`src/rtl/irq_flag_scheduler.sv`:
```
// ============================================================================
// irq_flag_scheduler
// ----------------------------------------------------------------------------
// Purpose:
//   This module collects single-cycle event pulses from N_SRC peripherals
//   into sticky per-source pending flags. It presents one pending, enabled
//   source at a time on the processor interrupt pins and picks that source
//   round-robin. It clears the served flag when the processor acknowledges.
//
// Ports:
//   C            in   1      clock, rising edge
//   R            in   1      synchronous active-high reset
//   src_pulse    in   N_SRC  per-source event pulse (one cycle per event)
//   src_en       in   N_SRC  per-source enable (gates flag set and selection)
//   clr_all      in   1      synchronous clear of all pending flags
//   irq_ack      in   1      single-cycle acknowledge from processor
//   irq          out  1      interrupt request
//   irq_vec      out  VEC_W  index of presented source, valid while irq=1
//   pending      out  N_SRC  current pending flags
//   timeout_err  out  1      sticky: a presentation timed out
//
// Parameters:
//   N_SRC    number of event sources (2..8)
//   VEC_W    width of irq_vec, 2**VEC_W >= N_SRC
//   TIMEOUT  ASSERT cycles before an unacknowledged presentation is dropped
//            (1..65535, only meaningful with IRQ_TIMEOUT_EN)
//
// Build option:
//   IRQ_TIMEOUT_EN  when defined, a presentation that gets no acknowledge
//                   for TIMEOUT cycles is dropped. The flag stays pending,
//                   the next source gets priority, and timeout_err is set
//                   until R. When undefined, ASSERT waits indefinitely and
//                   timeout_err is tied 0.
// ============================================================================
module irq_flag_scheduler #(
    parameter int unsigned N_SRC   = 4,
    parameter int unsigned VEC_W   = 2,
    parameter int unsigned TIMEOUT = 255
) (
    input  logic             C,
    input  logic             R,
    input  logic [N_SRC-1:0] src_pulse,
    input  logic [N_SRC-1:0] src_en,
    input  logic             clr_all,
    input  logic             irq_ack,
    output logic             irq,
    output logic [VEC_W-1:0] irq_vec,
    output logic [N_SRC-1:0] pending,
    output logic             timeout_err
);

    // Index width needed to address a source bit; never wider than VEC_W.
    localparam int unsigned IW = (N_SRC > 1) ? $clog2(N_SRC) : 1;

    // ------------------------------------------------------------------
    // Elaboration-time parameter sanity checks
    // ------------------------------------------------------------------
    if (N_SRC < 2 || N_SRC > 8) begin : g_bad_n_src
        $error("irq_flag_scheduler: N_SRC must be in 2..8");
    end
    if ((1 << VEC_W) < N_SRC) begin : g_bad_vec_w
        $error("irq_flag_scheduler: VEC_W too narrow for N_SRC");
    end
    if (TIMEOUT < 1 || TIMEOUT > 65535) begin : g_bad_timeout
        $error("irq_flag_scheduler: TIMEOUT must be in 1..65535");
    end

    typedef enum logic [1:0] {
        ST_IDLE   = 2'd0,
        ST_ASSERT = 2'd1,
        ST_GAP    = 2'd2
    } state_e;

    // ------------------------------------------------------------------
    // State
    // ------------------------------------------------------------------
    state_e             state_q,   state_d;
    logic [N_SRC-1:0]   pending_q, pending_d;
    logic [VEC_W-1:0]   last_q,    last_d;
    logic [VEC_W-1:0]   vec_q,     vec_d;
    logic               irq_q,     irq_d;

`ifdef IRQ_TIMEOUT_EN
    logic [15:0]        cnt_q,     cnt_d;
    logic               terr_q,    terr_d;
    logic               timeout_hit;
`endif

    // ------------------------------------------------------------------
    // Combinational helpers
    // ------------------------------------------------------------------
    logic [N_SRC-1:0]   req;
    logic               req_any;
    logic [VEC_W-1:0]   sel_idx;
    logic               sel_found;
    logic               vec_enabled;
    logic [N_SRC-1:0]   clear_srv;

    assign req         = pending_q & src_en;
    assign req_any     = |req;
    assign vec_enabled = src_en[vec_q[IW-1:0]];

`ifdef IRQ_TIMEOUT_EN
    // cnt_q counts ASSERT cycles already spent without an acknowledge. The
    // TIMEOUT-th such cycle is therefore the one where cnt_q == TIMEOUT-1.
    assign timeout_hit = (cnt_q == 16'(TIMEOUT - 1));
`endif

    // Round-robin pick. Scan last+1, last+2, ... with wrap. The scan covers
    // N_SRC positions, so last itself is checked at the end of the scan.
    always_comb begin
        int unsigned idx;
        sel_idx   = '0;
        sel_found = 1'b0;
        idx       = 0;
        for (int unsigned k = 1; k <= N_SRC; k++) begin
            idx = 32'(last_q) + k;
            if (idx >= N_SRC) begin
                idx = idx - N_SRC;
            end
            if (!sel_found && req[idx[IW-1:0]]) begin
                sel_found = 1'b1;
                sel_idx   = VEC_W'(idx);
            end
        end
    end

    // ------------------------------------------------------------------
    // FSM next-state / outputs
    // ------------------------------------------------------------------
    always_comb begin
        state_d   = state_q;
        vec_d     = vec_q;
        last_d    = last_q;
        irq_d     = irq_q;
        clear_srv = '0;
`ifdef IRQ_TIMEOUT_EN
        terr_d    = terr_q;
        // The counter is zero everywhere except ASSERT, so every entry to
        // ASSERT starts from zero.
        cnt_d     = (state_q == ST_ASSERT) ? cnt_q + 16'd1 : '0;
`endif

        unique case (state_q)
            ST_IDLE: begin
                irq_d = 1'b0;
                if (req_any) begin
                    state_d = ST_ASSERT;
                    irq_d   = 1'b1;
                    vec_d   = sel_idx;
                end
            end

            ST_ASSERT: begin
                irq_d = 1'b1;
                if (irq_ack) begin
                    // Acknowledge wins over abort and timeout in the same cycle.
                    for (int unsigned i = 0; i < N_SRC; i++) begin
                        clear_srv[i] = (vec_q == VEC_W'(i));
                    end
                    last_d  = vec_q;
                    irq_d   = 1'b0;
                    state_d = ST_GAP;
                end else if (!vec_enabled || clr_all) begin
                    // Withdrawn presentation: the scan pointer does not
                    // advance, so this source keeps its place in line.
                    irq_d   = 1'b0;
                    state_d = ST_IDLE;
                end
`ifdef IRQ_TIMEOUT_EN
                else if (timeout_hit) begin
                    // The flag stays pending. The pointer advances so the
                    // unresponsive source does not block the others.
                    last_d  = vec_q;
                    irq_d   = 1'b0;
                    terr_d  = 1'b1;
                    state_d = ST_GAP;
                end
`endif
            end

            ST_GAP: begin
                irq_d   = 1'b0;
                state_d = ST_IDLE;
            end

            default: begin
                irq_d   = 1'b0;
                state_d = ST_IDLE;
            end
        endcase
    end

    // ------------------------------------------------------------------
    // Pending flags: clr_all > new event > service clear > hold
    // ------------------------------------------------------------------
    always_comb begin
        pending_d = pending_q;
        for (int unsigned i = 0; i < N_SRC; i++) begin
            if (clr_all) begin
                pending_d[i] = 1'b0;
            end else if (src_pulse[i] && src_en[i]) begin
                pending_d[i] = 1'b1;
            end else if (clear_srv[i]) begin
                pending_d[i] = 1'b0;
            end
        end
    end

    // ------------------------------------------------------------------
    // Registers
    // ------------------------------------------------------------------
    always_ff @(posedge C) begin
        if (R) begin
            state_q   <= ST_IDLE;
            pending_q <= '0;
            last_q    <= VEC_W'(N_SRC - 1);
            vec_q     <= '0;
            irq_q     <= 1'b0;
`ifdef IRQ_TIMEOUT_EN
            cnt_q     <= '0;
            terr_q    <= 1'b0;
`endif
        end else begin
            state_q   <= state_d;
            pending_q <= pending_d;
            last_q    <= last_d;
            vec_q     <= vec_d;
            irq_q     <= irq_d;
`ifdef IRQ_TIMEOUT_EN
            cnt_q     <= cnt_d;
            terr_q    <= terr_d;
`endif
        end
    end

    assign irq     = irq_q;
    assign irq_vec = vec_q;
    assign pending = pending_q;

`ifdef IRQ_TIMEOUT_EN
    assign timeout_err = terr_q;
`else
    assign timeout_err = 1'b0;
`endif

endmodule

```
`config.mk`:
```
export PLATFORM = sky130hd
export DESIGN_NAME = irq_flag_scheduler
export DESIGN_NICKNAME = d
export VERILOG_FILES = /design/src/rtl/irq_flag_scheduler.sv
export SDC_FILE = /design/constraint.sdc
export NUM_CORES = 1
export LEC_CHECK = 0
export CORE_MARGIN = 4
export CORE_UTILIZATION = 39
export CTS_BUF_LIST = sky130_fd_sc_hd__clkbuf_4 sky130_fd_sc_hd__clkbuf_8 sky130_fd_sc_hd__clkbuf_16
export DETAILED_ROUTE_END_ITERATION = 8
export HOLD_SLACK_MARGIN = 0.15
export PLACE_DENSITY = 0.82
export REMOVE_ABC_BUFFERS = 1
export SLEW_MARGIN = 5
export SYNTH_ARGS = -nofsm -noshare
export SYNTH_HDL_FRONTEND = slang
export SYNTH_SLANG_ARGS = --single-unit
```
`constraint.sdc`:
```
create_clock -name C -period 1.25 [get_ports C]
set_input_delay 0.375 -clock C [delete_from_list [all_inputs] [get_ports C]]
set_output_delay 0.375 -clock C [all_outputs]
set_load 0.05 [all_outputs]
```
[Yosys cells after proc, flatten, opt, wreduce, memory -nomap -nowiden]
Cells that the tools add are included.
Storage, ports and cells
  register bits after elaboration: 11
  input port bits: 12
  output and inout bits: 8
  logic and storage cells: 94
Operators by class
  $add $sub $neg: 8
  $lt $le $gt $ge: 9
  equal/unequal tests: 6
  multiplexer cells: 39
  bitwise logic cells: 1
  reduce and logical (&&, ||, !) cells: 23
Operators with widths (count)
  two-way mux 2 bit: 11
  two-way mux 1 bit: 19
  < comparator 2 x 3 -> 1 bit (second input constant): 5
  binary-select mux 1 bit (select 2 bit): 5
  >= comparator 3 bit (second input constant): 3
  two-way mux 4 bit: 2
  nonzero test 2 bit: 4
  subtractor 2 x 1 -> 2 bit (second input constant): 4
  logical AND 1 bit: 7
  adder 2 x 2 -> 3 bit (second input constant): 2
  AND reduction 2 bit: 3
  adder 2 x 3 -> 4 bit (second input constant): 1
  bitwise AND 4 bit: 1
  equality test 2 x 1 -> 1 bit (second input constant): 2
  equality test 2 bit (second input constant): 2
  >= comparator 4 x 3 -> 1 bit (second input constant): 1
  zero test 1 bit: 4
  zero test 2 bit: 2
  one-hot mux 2 bit (2 select lines): 1
  OR reduction 4 bit: 1
  adder 2 x 1 -> 3 bit (second input constant): 1
  != test 3 bit (second input constant): 1
  != test 2 bit (second input constant): 1
  one-hot mux 1 bit (2 select lines): 1
  2 further kinds: 2

[Logic depth before layout (Yosys ltp)]
Gate-level depths: netlist of run 1.
  depth after elaboration: 15
  depth in mapped cells: 4
  gate-level depth less buffers: 4

[Least setup slack after synthesis of run 1]
Ideal clock, no wire load.
  path type: reg2reg
  from: reg pending_q[2], in the netlist pending[2]
  to: reg vec_q[0], in the netlist irq_vec[0]
  arrival time: 1.541 ns
  required time: 1.119 ns
  path slack: -0.422 ns
  cell stages (with the launch flop): 5
  path buffers: 0
  clock period less this slack: 1.672 ns
  path through: dfxtp_1 -> a22oi_2 -> a31o_1 -> a2111oi_4 -> a211oi_2
On the way
  longest elaborated chain between the ends: 13
Ends and longest elaborated chain
  from (decl): RTL line 78  | logic [N_SRC-1:0] pending_q, pending_d;
  from (signal assigned): RTL line 226  | pending_q <= pending_d;
  bitwise AND 4 bit *: RTL line 99  | assign req = pending_q & src_en;
  binary-select mux 1 bit (select 2 bit): RTL line 121  | if (!sel_found && req[idx[IW-1:0]]) begin
  two-way mux 1 bit (not written as such): RTL line 121
  two-way mux 1 bit: RTL line 121
  zero test 1 bit: RTL line 121
  logical AND 1 bit: RTL line 121
  two-way mux 1 bit: RTL line 121
  zero test 1 bit: RTL line 121
  logical AND 1 bit: RTL line 121
  two-way mux 1 bit: RTL line 121
  zero test 1 bit: RTL line 121
  logical AND 1 bit: RTL line 121
  two-way mux 2 bit: RTL line 121
  to (signal assigned): RTL line 228  | vec_q <= vec_d;
  to (decl): RTL line 80  | logic [VEC_W-1:0] vec_q, vec_d;
Every way passes the cells marked *; elsewhere a longest branch is shown, timed or not. The select of a mux whose other input is x is not followed.
A chain may end at the register's enable or synchronous reset.

[Final worst setup path of run 1]
  from: reg vec_q[0], in the netlist irq_vec[0]
  to: out irq_vec[0]
RTL lines
  to (decl): RTL line 47  | output logic [VEC_W-1:0] irq_vec,
No word-level cell between the ends.

==> impl_metrics.tcl, run 1 <==
set metrics [dict create \
    status "finished, violations left" \
    failed_checks "setup timing" \
    root_buffer "clkbuf_4" \
    ys_types 33 \
    wl_met3_um 179 \
    dieHeight_um 47.2 \
    rows 13 \
    crit_arrival_ns 0.98 \
    initial_core_util 0.434 \
    htreeDepth 1 \
    drt_iter0_drc 18 \
    area.sequential_um2 233 \
    hold_depth 3 \
    grt_antenna_before_repair 0 \
    final_max_slew_viol_count 0 \
    drive_above_1_share 0.543 \
    netSwitchingFraction 0.307 \
    multi_input_area_um2 403 \
    hpwlAfterDp_um 1530 \
    viasPerCell 6.05 \
    diodes 0 \
    grt_pass1_wl_um 3240 \
    r2r-start "pending[1]$_SDFFE_PP0P_" \
    area_growth_pct 82.7 \
    synth_cells 63 \
    startpoint "irq_vec[0]$_SDFFE_PP0P_" \
    hold_class "input pin to register" \
    grt_max_degree 9 \
    ir_drop_mv 0.645 \
    netlist_area_um2 601 \
    hold_viol 0 \
    whs_endpoint "pending[0]$_SDFFE_PP0P_" \
    wl_per_cell_um 18.1 \
    route.detailed.drc 0 \
    utilization 0.794 \
    clock_skew_ns 0.00618 \
    core_area_um2 1380 \
    nets 118 \
    fin_crit_sh 1.08 \
    synth.area.top_cells "dfxtp_1 37%, a2111oi_4 4.6%, nor2_1 4.4%, a211oi_2 4.2%, a22oi_2 4.2%" \
    track_usage 0.215 \
    fmax_mhz 739 \
    clk_latency_ns 0.28 \
    wl_um 2170 \
    final_common_cell "buf_4" \
    wl_met1_um 897 \
    p_seq_frac 0.402 \
    ff2ff_setup_slack_ns -0.07 \
    vias 726 \
    globalplace.congestion 0.878 \
    regToRegEndpoint "irq_vec[0]$_SDFFE_PP0P_" \
    critPathLaunchType "register" \
    p_int_uw 667 \
    power_switching_uw 295 \
    synth_top_area_cell "dfxtp_1" \
    fillers 86 \
    ant_nets 0 \
    die_w_um 47.2 \
    path_clk_slew_ns 0.07 \
    syn_avg_cell_area_um2 9.53 \
    comb_power_share 0.309 \
    cp_max_fo 4 \
    power.leakage_uw 0.000423 \
    rsz0062_at_grt "true" \
    first_pass_iters 4 \
    yosysWarnings 0 \
    timing_worst_setup_path_type "register to output pin" \
    clockBufferDepth 2 \
    fin_ws_ns -0.103 \
    io_pins 20 \
    synth_top_area_frac 0.367 \
    grt_pass1_vias 745 \
    setup-tns-final_ns -0.262 \
    mostFrequentLayoutCells "18 x buf_4, 7 x dfxtp_2, 7 x buf_12, 6 x nor2_1, 6 x clkdlybuf4s50_1" \
    dp_cells 112 \
    wl_met2_um 981 \
    setup.worst_path.end_class "output pin" \
    power_density_nw_per_um2 876 \
    setup_viol 8 \
    r2r_cells 4 \
    grt_overflow_total 0 \
    cts_tree "built" \
    cts_inserted_buffers 3 \
    hold_start "src_en[0]" \
    drv_cap 0 \
    clkPwrFrac 0.289 \
    final_cells 120 \
    cts_sinks 11 \
    fin_crit_ns 1.35 \
    io_buffers 18 \
    seq_area_frac_synth 0.367 \
    holdBufCountCts 0 \
    highest_layer "met4" \
    dieArea_um2 2230 \
    required_ns 0.88 \
    synth-seq-cells 11 \
]
## Yosys cell counts
library cell	count
dfxtp_1	11
nor2_1	7
nand2_1	6
a21oi_1	3
nor3_1	3
a211oi_2	2
a22oi_1	2
a22oi_2	2
nand3_1	2
nand3b_1	2
a2111oi_4	1
a211o_1	1
a211oi_1	1
a221o_1	1
a311oi_1	1
a31o_1	1
a31oi_1	1
and3_1	1
and3_2	1
and4_1	1
buf_4	1
conb_1	1
dlymetal6s2s_1	1
mux4_2	1
nand4_1	1
nor2b_1	1
nor3b_1	1
o211ai_1	1
o21ai_0	1
o22ai_1	1
o2bb2ai_1	1
o31a_1	1
or3b_1	1
## per-layer routing
layer,GRT usage,vias up
met5,0,-
met4,0.171,0
met3,0.0307,12
met2,0.361,39
met1,0.237,344
li1,-,331
## worst max-delay path: stages, from the launching register on
cell     delay, ns
dfxtp_1       0.40
buf_4         0.16
buf_12        0.13
## per-stage QoR
step	hold slack [ns]	total power (uW)	cell area (um2)	setup WS [ns]
CTS	0.524	942	1070	-0.0752
floorplan	0.440	496	581	-0.422
detailed placement	0.616	659	985	-0.643
global route	0.462	999	1100	-0.128
finish	0.434	962	1100	-0.103
global placement	0.586	652	985	-0.636
## final cells by class
class                      instances  share of cell area
tap                               15              0.0171
sequential                        11               0.212
multi-input combinational         50               0.367
timing repair buffer              40               0.376
clock buffer                       4              0.0274
## cells by family after synthesis
| family | Yosys count | share of synthesized area |
|---|---|---|
| other cells | 1 | 0.00624 |
| compound gates | 21 | 0.323 |
| flops | 11 | 0.367 |
| mux | 1 | 0.0375 |
| buf+inv | 2 | 0.0333 |
| simple gates | 27 | 0.233 |
## power groups by stage
stage                     clock (uW)  combinational [uW]  sequential (uW)
after floorplan                    0                62.1              433
after global placement             0                 263              389
after detailed placement           0                 268              391
after CTS                        275                 283              385
after global routing             299                 312              388
final                            278                 298              386
## state kept, by name, indices dropped and copies added, names as in the netlist
| signal | count |
|---|---|
| irq_vec | 2 |
| irq | 1 |
| last_q | 2 |
| pending | 4 |
| state_q | 2 |
## how the worst max path moves through the flow
stage | endpoint | slack (ns) | cells after the start
floorplan | irq_vec[0]$_SDFFE_PP0P_ | -0.42 | 4
global placement | irq_vec[0]$_SDFFE_PP0P_ | -0.64 | 5
detailed placement | irq_vec[0]$_SDFFE_PP0P_ | -0.64 | 5
CTS | irq_vec[0] | -0.08 | 2
global route | irq_vec[1]$_SDFFE_PP0P_ | -0.13 | 4
finish | irq_vec[0] | -0.10 | 2
## what timing repair did
item	4_1_cts	5_1_grt
endpoints found under the setup margin	13	13
buffers inserted	4	0
pin swaps	8	8
resized for setup	27	8
Power figures use the tool's default switching activity.
==> run 2: changes to the inputs <==
- CORE_MARGIN: 4 -> unset
==> run 2 against run 1 <==
Net effect: the flow still finishes with violations (setup timing); sequential cell count stayed put; combinational power up 11%; critical path depth rose by 2; clock skew rose by 0.00087 ns; highest routed layer unchanged; sequential power about the same; first-iteration DRC count grew 110%.
==> impl_metrics.tcl, run 2 (synthesis gave the netlist of run 1 again) <==
set metrics [dict create \
    core_area_um2 1370 \
    grt_antenna_before_repair 0 \
    wl_um 2640 \
    path_clk_slew_ns 0.08 \
    drt_iter0_drc 37 \
    diodes 0 \
    die_w_um 41.2 \
    cpLargestDelayFamily "compound AO/OA/AOI/OAI gates" \
    ant_nets 0 \
    power.leakage_uw 0.000468 \
    route.detailed.drc 0 \
    largest_reg_flops 4 \
    rsz0062_at_grt "true" \
    viasPerCell 6.35 \
    place_area_um2 1010 \
    fillers 63 \
    status "finished, violations left" \
    cts_tree "built" \
    ir_drop_mv 0.845 \
    dieArea_um2 1700 \
    fin_crit_sh 1.07 \
    cp_slowest_cell "dfxtp_4" \
    hold_class "input pin to register" \
    io_pins 20 \
    grt_pass1_wl_um 3910 \
    rows 13 \
    power_density_nw_per_um2 824 \
    hold_viol 0 \
    clockBufferDepth 2 \
    fin_ws_ns -0.0881 \
    grt_max_degree 9 \
    drv_cap 0 \
    slowest_delay_ns 0.37 \
    final_area_um2 1210 \
    hpwlAfterDp_um 1500 \
    setup_viol 10 \
    vias 813 \
    drive_above_1_share 0.602 \
    clk_latency_ns 0.27 \
    setup-tns-final_ns -0.371 \
    first_pass_iters 4 \
    wl_per_cell_um 20.6 \
    cts_sinks 11 \
    initial_core_util 0.440 \
    nets 126 \
    io_buffers 18 \
    required_ns 1.43 \
    timing_worst_setup_path_type "register to register" \
    cts_inserted_buffers 3 \
    area_growth_pct 102 \
    globalplace.congestion 0.831 \
    holdBufCountCts 0 \
    utilization 0.886 \
    fmax_mhz 747 \
    final_max_slew_viol_count 0 \
    critPathLaunchType "register" \
    r2r_cells 4 \
    cp_max_fo 4 \
    cp.depth 4 \
    dieHeight_um 41.2 \
    endpoint "irq_vec[0]$_SDFFE_PP0P_" \
    setup.worst_path.end_class "register" \
    htreeDepth 1 \
    crit_arrival_ns 1.52 \
    clock_skew_ns 0.00705 \
    r2r-start "pending[1]$_SDFFE_PP0P_" \
    path_cells "a22oi_2 > nand2_1 > a221o_1 > a211oi_2" \
    mostFrequentLayoutCells "24 x buf_4, 7 x buf_12, 6 x nor2_1, 6 x clkdlybuf4s50_1, 6 x buf_6" \
    regToRegEndpoint "irq_vec[0]$_SDFFE_PP0P_" \
    final_common_cell "buf_4" \
    failed_checks "setup timing" \
    root_buffer "clkbuf_4" \
    fin_crit_ns 1.34 \
    track_usage 0.372 \
    grt_pass1_vias 825 \
    worstPathBufferInverterCount 0 \
    grt_overflow_total 0 \
    startpoint "pending[1]$_SDFFE_PP0P_" \
    ff2ff_setup_slack_ns -0.09 \
]
==> run 2: power breakdown <==
group | internal (uW) | switching (uW)
registers | 366 | 21.1
clock network | 145 | 134
logic | 172 | 159
==> run 2: area by class of cell <==
class,count,area [um2],area share
Timing Repair Buffer,48,498,0.411
Multi-Input combinational cell,50,430,0.355
Sequential cell,11,234,0.193
Clock buffer,4,30.0,0.0248
Tap cell,15,18.8,0.0155
==> run 2: layer usage <==
metal / routed length (um) / vias to the layer above / GRT usage
met5: 0 / - / 0
met4: 178 / 0 / 0.298
met3: 235 / 24 / 0.130
met2: 1200 / 56 / 0.551
met1: 1030 / 387 / 0.427
li1: - / 346 / -
==> run 2: worst min-delay path by stage <==
stage	start	to	slack (ns)	cells after the start
floorplan	R	irq_vec[0]$_SDFFE_PP0P_	0.44	1
global placement	pending[1]$_SDFFE_PP0P_	pending[1]$_SDFFE_PP0P_	0.61	2
detailed placement	pending[2]$_SDFFE_PP0P_	pending[2]$_SDFFE_PP0P_	0.65	3
CTS	src_en[2]	pending[2]$_SDFFE_PP0P_	0.50	3
global route	src_en[2]	pending[2]$_SDFFE_PP0P_	0.54	3
finish	src_en[2]	pending[2]$_SDFFE_PP0P_	0.55	3
==> run 2: stage by stage <==
stage	total power (uW)	cells	worst slack (ns)	hold slack (ns)
after global routing	1030	128	-0.125	0.540
after detailed placement	663	116	-0.675	0.648
final	998	128	-0.0881	0.553
after CTS	967	126	-0.0434	0.502
after global placement	657	116	-0.621	0.612
after floorplan	496	61	-0.422	0.440
==> run 2: repair_timing <==
| action | in CTS | in global routing |
|---|---|---|
| setup buffers | 6 | 2 |
| setup endpoints to repair | 13 | 13 |
| endpoints found under the hold margin | 0 | 0 |
| gates resized for setup | 31 | 8 |
| pin swaps | 8 | 8 |
| gates cloned | 0 | 0 |
==> run 2: worst reg2reg max path: stages (launching register included) <==
cell,delay [ns]
dfxtp_4,0.37
a22oi_2,0.23
nand2_1,0.10
a221o_1,0.33
a211oi_2,0.22
==> run 3: changes to the inputs <==
- SLEW_MARGIN: 5 -> 25
==> results of run 3 <==
No change in the layout: final DEF, timing and power equal those of run 2.
